<file path="config.mk">
export PLATFORM = sky130hd
export DESIGN_NAME = data_mem_arbiter
export DESIGN_NICKNAME = d
export VERILOG_FILES = /design/src/rtl/data_mem_arbiter_pkg.sv /design/src/rtl/data_mem_arbiter_rr_arbiter_2.sv /design/src/rtl/data_mem_arbiter.sv
export SDC_FILE = /design/constraint.sdc
export NUM_CORES = 1
export LEC_CHECK = 0
export ABC_AREA = 1
export CORE_MARGIN = 5
export CORE_UTILIZATION = 40
export CTS_BUF_LIST = sky130_fd_sc_hd__clkbuf_2
export CTS_CLUSTER_DIAMETER = 100
export DETAILED_ROUTE_END_ITERATION = 7
export PLACE_DENSITY = 0.84
export REMOVE_ABC_BUFFERS = 1
export SYNTH_ARGS = -nofsm -noshare
export SYNTH_HDL_FRONTEND = slang
export SYNTH_HIERARCHICAL = 1
export SYNTH_SLANG_ARGS = --single-unit
</file>
<file path="constraint.sdc">
create_clock -name clock -period 1.6 [get_ports clock]
set_input_delay 0.16 -clock clock [delete_from_list [all_inputs] [get_ports clock]]
set_output_delay 0.16 -clock clock [all_outputs]
set_load 0.1 [all_outputs]
</file>
<file path="src/rtl/data_mem_arbiter_pkg.sv">
// Shared definitions for the data-memory arbiter: FSM state codes, memory op length codes, memory type codes.
// Latency: none (definitions only).
// Backpressure: n/a.
package data_mem_arbiter_pkg;

    typedef enum logic [1:0] {
        ARB_IDLE  = 2'd0,
        ARB_ISSUE = 2'd1,
        ARB_WAIT  = 2'd2,
        ARB_RESP  = 2'd3
    } arb_state_t;

    // mem_op_length codes, shared with the instruction decoder
    localparam logic [2:0] MEM_OP_BYTE = 3'd0;
    localparam logic [2:0] MEM_OP_HALF = 3'd1;
    localparam logic [2:0] MEM_OP_WORD = 3'd2;

    // memory type codes
    localparam logic MEM_RAM = 1'b0;
    localparam logic MEM_ROM = 1'b1;

endpackage

</file>
<file path="src/rtl/data_mem_arbiter_rr_arbiter_2.sv">
// Combinational 2-way grant: round-robin on ties, or port 0 always on ties when fixed_prio is set.
// Latency: 0 cycles (pure combinational).
// Backpressure: none; the caller decides when the grant is consumed.
module rr_arbiter_2 (
    input  logic req0,
    input  logic req1,
    input  logic last_grant,
    input  logic fixed_prio,
    output logic gnt_vld,
    output logic gnt_idx
);

    // A lone requester always wins; on a tie the port not granted last time wins
    always_comb begin
        gnt_vld = req0 | req1;
        gnt_idx = 1'b0;
        if (req0 && req1) begin
            gnt_idx = fixed_prio ? 1'b0 : ~last_grant;
        end else if (req1) begin
            gnt_idx = 1'b1;
        end
    end

endmodule

</file>
<file path="src/rtl/data_mem_arbiter.sv">
// Shares one data RAM between the CPU MEM stage (port 0) and the loader/debug port (port 1); define DATA_MEM_ARB_FIXED_PRIO_EN for fixed port-0 priority.
// Latency: req seen in IDLE at cycle N -> write ack at N+2, read ack at N+2+RAM_LATENCY.
// Backpressure: requests are sampled only in IDLE; a requester holds req until its one-cycle ack.
module data_mem_arbiter
    import data_mem_arbiter_pkg::*;
#(
    parameter int ADDR_W      = 32,
    parameter int DATA_W      = 32,
    parameter int RAM_LATENCY = 1
) (
    input  logic              clock,
    input  logic              reset,
    input  logic              p0_req,
    input  logic              p0_write,
    input  logic [2:0]        p0_len,
    input  logic [ADDR_W-1:0] p0_addr,
    input  logic [DATA_W-1:0] p0_wdata,
    output logic              p0_ack,
    output logic [DATA_W-1:0] p0_rdata,
    input  logic              p1_req,
    input  logic              p1_write,
    input  logic [2:0]        p1_len,
    input  logic [ADDR_W-1:0] p1_addr,
    input  logic [DATA_W-1:0] p1_wdata,
    output logic              p1_ack,
    output logic [DATA_W-1:0] p1_rdata,
    output logic              ram_read,
    output logic              ram_write,
    output logic [2:0]        ram_len,
    output logic [ADDR_W-1:0] ram_addr,
    output logic [DATA_W-1:0] ram_wdata,
    input  logic [DATA_W-1:0] ram_rdata,
    output logic              busy,
    output logic              owner
);

`ifdef DATA_MEM_ARB_FIXED_PRIO_EN
    localparam logic FIXED_PRIO = 1'b1;
`else
    localparam logic FIXED_PRIO = 1'b0;
`endif

    // last WAIT count value; the capture happens RAM_LATENCY cycles after ISSUE
    localparam logic [2:0] LAT_LAST = 3'(RAM_LATENCY - 1);

    arb_state_t        state;
    arb_state_t        state_nxt;
    logic [2:0]        cnt;
    logic              last_grant;
    logic              lat_write;
    logic [2:0]        lat_len;
    logic [ADDR_W-1:0] lat_addr;
    logic [DATA_W-1:0] lat_wdata;
    logic [DATA_W-1:0] rdata_q;
    logic              gnt_vld;
    logic              gnt_idx;

    rr_arbiter_2 u_rr (
        .req0       (p0_req),
        .req1       (p1_req),
        .last_grant (last_grant),
        .fixed_prio (FIXED_PRIO),
        .gnt_vld    (gnt_vld),
        .gnt_idx    (gnt_idx)
    );

    // Next-state: IDLE -> ISSUE -> (WAIT for reads) -> RESP -> IDLE
    always_comb begin
        state_nxt = state;
        case (state)
            ARB_IDLE:  if (gnt_vld) state_nxt = ARB_ISSUE;
            ARB_ISSUE: state_nxt = lat_write ? ARB_RESP : ARB_WAIT;
            ARB_WAIT:  if (cnt == LAT_LAST) state_nxt = ARB_RESP;
            ARB_RESP:  state_nxt = ARB_IDLE;
            default:   state_nxt = ARB_IDLE;
        endcase
    end

    // State register, request latches, latency counter, read capture and grant history
    always_ff @(posedge clock) begin
        if (reset) begin
            state      <= ARB_IDLE;
            cnt        <= 3'd0;
            last_grant <= 1'b1;
            owner      <= 1'b0;
            lat_write  <= 1'b0;
            lat_len    <= 3'd0;
            lat_addr   <= '0;
            lat_wdata  <= '0;
            rdata_q    <= '0;
        end else begin
            state <= state_nxt;
            case (state)
                ARB_IDLE: begin
                    cnt <= 3'd0;
                    if (gnt_vld) begin
                        owner     <= gnt_idx;
                        lat_write <= gnt_idx ? p1_write : p0_write;
                        lat_len   <= gnt_idx ? p1_len   : p0_len;
                        lat_addr  <= gnt_idx ? p1_addr  : p0_addr;
                        lat_wdata <= gnt_idx ? p1_wdata : p0_wdata;
                        rdata_q   <= '0;
                    end
                end
                ARB_WAIT: begin
                    if (cnt == LAT_LAST) begin
                        rdata_q <= ram_rdata;
                        cnt     <= 3'd0;
                    end else begin
                        cnt <= cnt + 3'd1;
                    end
                end
                ARB_RESP: last_grant <= owner;
                default: ;
            endcase
        end
    end

    // Strobes only in ISSUE; RAM fields hold the latched request; acks only in RESP
    always_comb begin
        ram_read  = (state == ARB_ISSUE) && !lat_write;
        ram_write = (state == ARB_ISSUE) && lat_write;
        ram_len   = lat_len;
        ram_addr  = lat_addr;
        ram_wdata = lat_wdata;
        busy      = (state != ARB_IDLE);
        p0_ack    = (state == ARB_RESP) && !owner;
        p1_ack    = (state == ARB_RESP) && owner;
        p0_rdata  = p0_ack ? rdata_q : '0;
        p1_rdata  = p1_ack ? rdata_q : '0;
    end

endmodule

</file>
# ---- After elaboration in Yosys (flattened, before gate mapping)
# Index checks and enable logic that the tools add are counted.
dict set report op_classes {
  n_mux 17
  add_sub_neg 1
  n_reduce_logical 14
  eq_ne 5
  bitwise_logic 2
}
# operator n
set ops {}
lappend ops {{32-bit 2-to-1 mux} 6}
lappend ops {{32-bit one-hot mux with 2 select lines} 1}
lappend ops {{2-bit one-hot mux with 4 select lines} 1}
lappend ops {{3-bit 2-to-1 mux} 2}
lappend ops {{3-bit one-hot mux with 2 select lines} 1}
lappend ops {{1-bit logical AND} 5}
lappend ops {{2-bit equality test (second input constant)} 2}
lappend ops {{1-bit 2-to-1 mux} 4}
lappend ops {{2-bit 2-to-1 mux} 2}
lappend ops {{2-bit != test (second input constant)} 2}
lappend ops {{2-bit AND reduction} 2}
lappend ops {{2-bit nonzero test} 2}
lappend ops {{3-bit by 1-bit adder with 3-bit output (second input constant)} 1}
lappend ops {{3-bit zero test} 1}
lappend ops {{3-bit AND reduction} 1}
lappend ops {{2-bit by 1-bit equality test with 1-bit output (second input constant)} 1}
lappend ops {{1-bit zero test} 2}
lappend ops {{2-bit zero test} 1}
lappend ops {{1-bit NOT} 1}
lappend ops {{1-bit OR} 1}
dict set report word_totals {
  wordCells 48
  register_bits 107
}

# ---- Longest topological paths before layout
# Gate-level depths: netlist (run 1).
dict set report logic_depth {
  ltp_word 3
  ltp_mapped 12
  ltp_nobuf 9
}

# ---- By module
# Netlist (run 1), hierarchy kept.
# mod seq_area_each_um2 area_per_inst_um2 cells_per_inst instances
set modules_own_cells {}
lappend modules_own_cells {data_mem_arbiter 2142.1 5360.1 762 1}
lappend modules_own_cells {rr_arbiter_2 0.0 36.3 7 1}

# ---- Worst setup path after synthesis (run 1)
# OpenSTA, ideal clock, no wires.
dict set report synth_path {
  path_type {reg2out}
  start {register owner}
  end {output p0_rdata[10]}
  required_time_ps 1440
  arrival_ps 3912
  path_slack_ps -2472
  stages_incl_launch_ff 5
  cell_sequence {dfxtp_1 -> nor2_1 -> inv_1 -> clkbuf_1 -> nor2_1}
}
dict set report synth_via {
  elab_chain_len 3
}
# item line_no
set synth_lines {}
lappend synth_lines {{from (decl)} data_mem_arbiter.sv:34} ;# output logic owner
lappend synth_lines {{from (signal assigned)} data_mem_arbiter.sv:97} ;# owner <= gnt_idx;
lappend synth_lines {{1-bit zero test} data_mem_arbiter.sv:127} ;# p0_ack = (state == ARB_RESP) && !owner;
lappend synth_lines {{1-bit logical AND} data_mem_arbiter.sv:127}
lappend synth_lines {{net p0_ack} data_mem_arbiter.sv:18} ;# output logic p0_ack,
lappend synth_lines {{32-bit 2-to-1 mux} data_mem_arbiter.sv:129} ;# p0_rdata = p0_ack ? rdata_q : '0;
lappend synth_lines {{to (decl)} data_mem_arbiter.sv:19} ;# output logic [DATA_W-1:0] p0_rdata,
# The timed path passes the listed nets, and every way through them passes these cells.

# ---- Worst setup path after layout (run 1)
dict set report layout_path {
  start {register state[0]}
  end {output p1_rdata[29]}
}
dict set report layout_via {
  elab_chain_len 3
}
# item line_no
set layout_lines {}
lappend layout_lines {{from (decl)} data_mem_arbiter.sv:46} ;# arb_state_t state;
lappend layout_lines {{from (signal assigned)} data_mem_arbiter.sv:92} ;# state <= state_nxt;
lappend layout_lines {{2-bit equality test} data_mem_arbiter.sv:128} ;# p1_ack = (state == ARB_RESP) && owner;
lappend layout_lines {{1-bit logical AND} data_mem_arbiter.sv:128}
lappend layout_lines {{32-bit 2-to-1 mux} data_mem_arbiter.sv:130} ;# p1_rdata = p1_ack ? rdata_q : '0;
lappend layout_lines {{to (decl)} data_mem_arbiter.sv:26} ;# output logic [DATA_W-1:0] p1_rdata,
# No other way between the ends.

==> impl_metrics.py, run 1 <==
metrics = {
    "placed_design": {
        "dp.final_hpwl_um": 16100,
        "io_buffers": 308,
        "dp.cells": 1224,
        "gp_congestion": 0.889,
    },
    "clock_tree": {
        "path_clk_slew_ns": 0.35,
        "cts.sinks": 107,
        "cts_max_path_buffers": 2,
        "h-tree-depth": 3,
        "cts_tree": "done",
        "cts_buffers": 9,
        "holdBufCountCts": 0,
        "clock_latency_ns": 0.62,
        "cts_root_buf": "clkbuf_2",
    },
    "die": {
        "dieWidth_um": 126,
        "core_um2": 13200,
        "ios": 309,
        "die_area_um2": 15900,
        "start_util_pct": 40.8,
        "rows": 42,
        "die_h_um": 126,
    },
    "critical_path": {
        "crit_arrival_ns": 2.02,
        "path_max_fanout": 8,
        "rrSetupSlack_ns": -0.20,
        "r2r-start": "state[0]$_SDFFE_PP0P_",
        "path_cells": "ha_4, buf_4, nand2_8, buf_16, nor2_4, buf_12",
        "cp_slowest_cell": "dfxtp_2",
        "end_kind": "primary output",
        "timing.rr.end": "rdata_q[19]$_SDFFE_PP0P_",
        "crit_family": "buffers and inverters",
        "crit_type": "flip-flop to primary output",
        "r2r_cells": 11,
        "start_kind": "flip-flop",
        "worstPathRequired_ns": 1.44,
        "crit_buf_inv": 3,
        "max_stage_delay_ns": 0.44,
    },
    "synthesis": {
        "synth_edf_count": 0,
        "ys_seq_elements": 107,
        "synth_area_um2": 5400,
        "ys_warn_count": 6,
        "synth.avg_cell_area_um2": 7.02,
        "synthArstFlopShare_pct": 0,
        "yosys.cell_types.count": 23,
        "synth.yosys.seq_area_share_pct": 39.7,
        "ys.flop_type": "dfxtp_1",
        "synth_cells": 769,
    },
    "sta": {
        "rsz0062_at_grt": "yes",
        "hold_violations": 0,
        "fin_tns_setup_ns": -47.04,
        "slew_viol_final": 0,
        "skew_ns": 0.0579,
        "timing.fmax_ghz": 0.458,
        "finalCritPeriodShare_pct": 137,
        "fin_hold_ws_ns": 0.0692,
        "postLayoutSetupSlackWorst_ns": -0.585,
        "setup_viol": 170,
        "period_needed_ns": 2.18,
    },
    "pwr": {
        "p_clk_share_pct": 6.7,
        "power_frac_seq_pct": 21.4,
        "irDropWorstVdd_mv": 1.22,
        "swShare_pct": 52.7,
        "internal_power_mw": 9.48,
        "comb_power_share_pct": 71.9,
        "p_per_area_nw_per_um2": 1730,
        "power_switching_mw": 10.6,
        "p_leak_nw": 4.66,
    },
    "drt": {
        "post_drt_wl_per_cell_um": 22.3,
        "drt_iter0_markers": 492,
        "final_antenna_net_count": 0,
        "drt_first_pass_iters": 5,
        "vias": 7062,
        "vias_per_cell": 5.55,
        "wl_um": 28400,
        "drc": 0,
    },
    "global_routing": {
        "overflow": 0,
        "grt_max_degree": 74,
        "grt_util_all_layers_pct": 30.8,
        "grt_pass1_vias": 7005,
        "antenna_found_initial": 1,
        "grt_pass1_wl_um": 39000,
    },
    "worst_hold_path": {
        "min_to": "rdata_q[30]$_SDFFE_PP0P_",
        "hold_path_class": "input pin to flip-flop",
        "hp-start": "ram_rdata[30]",
        "whs_path_depth": 3,
    },
    "cells_and_area": {
        "nNetsFinal": 1269,
        "layout_commonest_cell": "clkdlybuf4s50_1",
        "area_growth_pct": 115,
        "instances_no_fill": 1272,
        "drive_above_1_share_pct": 39.1,
        "final_cell_mix": "clkdlybuf4s50_1 (171), nand2_1 (164), buf_12 (156)",
        "fillCellCount": 584,
    },
    "outcome": {
        "failed_checks": "setup timing",
        "outcome": "finished, violations left",
    },
    "run": {
        "cap_viol_max_count": 0,
    },
}
-- cell families (layout without fill, tap and decap cells) --
kind of cell / after synthesis / after routing / synth area share [%]
simple gates: 366 / 366 / 29.6
buf+inv: 180 / 506 / 15.2
compound gates: 108 / 108 / 13.9
flops: 107 / 107 / 39.7
fa+ha+maj: 7 / 7 / 1.62
other cells: 1 / 2 / 0.0695
-- synth_stat cells (3+ instances only) --
cell	n	area [µm²]
nand2_1	179	672
dfxtp_1	107	2140
nand3_1	70	350
nor2_1	70	263
o211ai_1	68	510
inv_2	66	248
inv_1	54	203
nand4_1	32	200
a21oi_1	27	135
buf_2	27	135
clkbuf_1	15	56.3
buf_6	11	124
a21oi_2	10	87.6
nand2_2	10	62.6
buf_4	7	52.6
ha_1	7	87.6
o21ai_0	3	15.0
-- routing by layer --
metal / vias up / GRT usage (%) / part of all wire [%]
met3: 134 / 7.28 / 7.4
met1: 3363 / 32.0 / 33
met5: - / 0 / 0
met4: 0 / 16.0 / 6.2
met2: 456 / 57.3 / 53
li1: 3109 / - / -
-- stage by stage --
step | utilization [%] | setup slack [ns] | power (mW) | cell area, µm²
after detailed placement | 76.1 | -0.109 | 15.9 | 10100
after global routing | 87.7 | -0.655 | 20.7 | 11600
after global placement | 76.1 | -0.0773 | 15.7 | 10100
after CTS | 84.5 | -0.574 | 19.1 | 11200
after floorplan | - | -2.95 | 10.9 | 5030
final | 87.7 | -0.585 | 20.1 | 11600
-- worst register-to-register path, cell delays in order, from the launching register on --
cell and delay, ns:
dfxtp_2 0.44, buf_4 0.15, inv_4 0.05, buf_6 0.12
ha_4 0.19, nor2_4 0.13, inv_2 0.06, nand3_4 0.13
buf_12 0.13, buf_16 0.13, nand2_2 0.07, a21oi_2 0.13
-- flip-flops by register name, summed over array words and instances (netlist names) --
register	count
last_grant	1
lat_write	1
ram_len	3
rdata_q	32
ram_addr	32
ram_wdata	32
cnt	3
owner	1
state	2
-- power by group through the flow --
stage	clock [mW]	sequential, mW	combinational (mW)
2_1_floorplan	0	8.22	2.69
3_3_place_gp	0	4.22	11.5
3_5_place_dp	0	4.26	11.7
4_1_cts	1.33	4.22	13.6
5_1_grt	1.45	4.36	14.9
6_report	1.33	4.29	14.4
-- how the worst max path moves through the flow --
stage / startpoint / end / cells after the start
after floorplan: owner$_SDFFE_PP0P_ / p0_rdata[0] / 3
after global placement: p0_req / ram_wdata[28]$_SDFFE_PP0P_ / 10
after detailed placement: p1_req / ram_wdata[30]$_SDFFE_PP0P_ / 8
after CTS: state[0]$_SDFFE_PP0P_ / p0_rdata[5] / 7
after global routing: state[0]$_SDFFE_PP0P_ / p0_rdata[21] / 7
final: state[0]$_SDFFE_PP0P_ / p1_rdata[29] / 6
-- final cells by class --
| type | count | area (µm²) | area share, % |
|---|---|---|---|
| multi-input combinational | 482 | 3190 | 27.5 |
| tap | 176 | 220 | 1.90 |
| sequential | 107 | 2150 | 18.5 |
| antenna | 1 | 2.50 | 0.0215 |
| clock buffer | 10 | 50.0 | 0.431 |
| inverter | 120 | 470 | 4.05 |
| timing repair inverter | 2 | 27.5 | 0.237 |
| timing repair buffer | 368 | 5440 | 46.9 |
| clock inverter | 6 | 65.1 | 0.560 |
-- repair_timing --
action / 4_1_cts / 5_1_grt
gates resized for setup: 167 / 78
endpoints found under the setup margin: 146 / 171
cloned: 11 / 4
pin swaps: 7 / 9
buffers inserted: 13 / 5
No activity file was read; power rests on OpenSTA's default activity.
==> inputs of run 2 (changes only) <==
SLEW_MARGIN = 20   (was unset)
==> results of run 2 <==
Same layout as run 1: the final DEF is identical, and so are final timing and power.
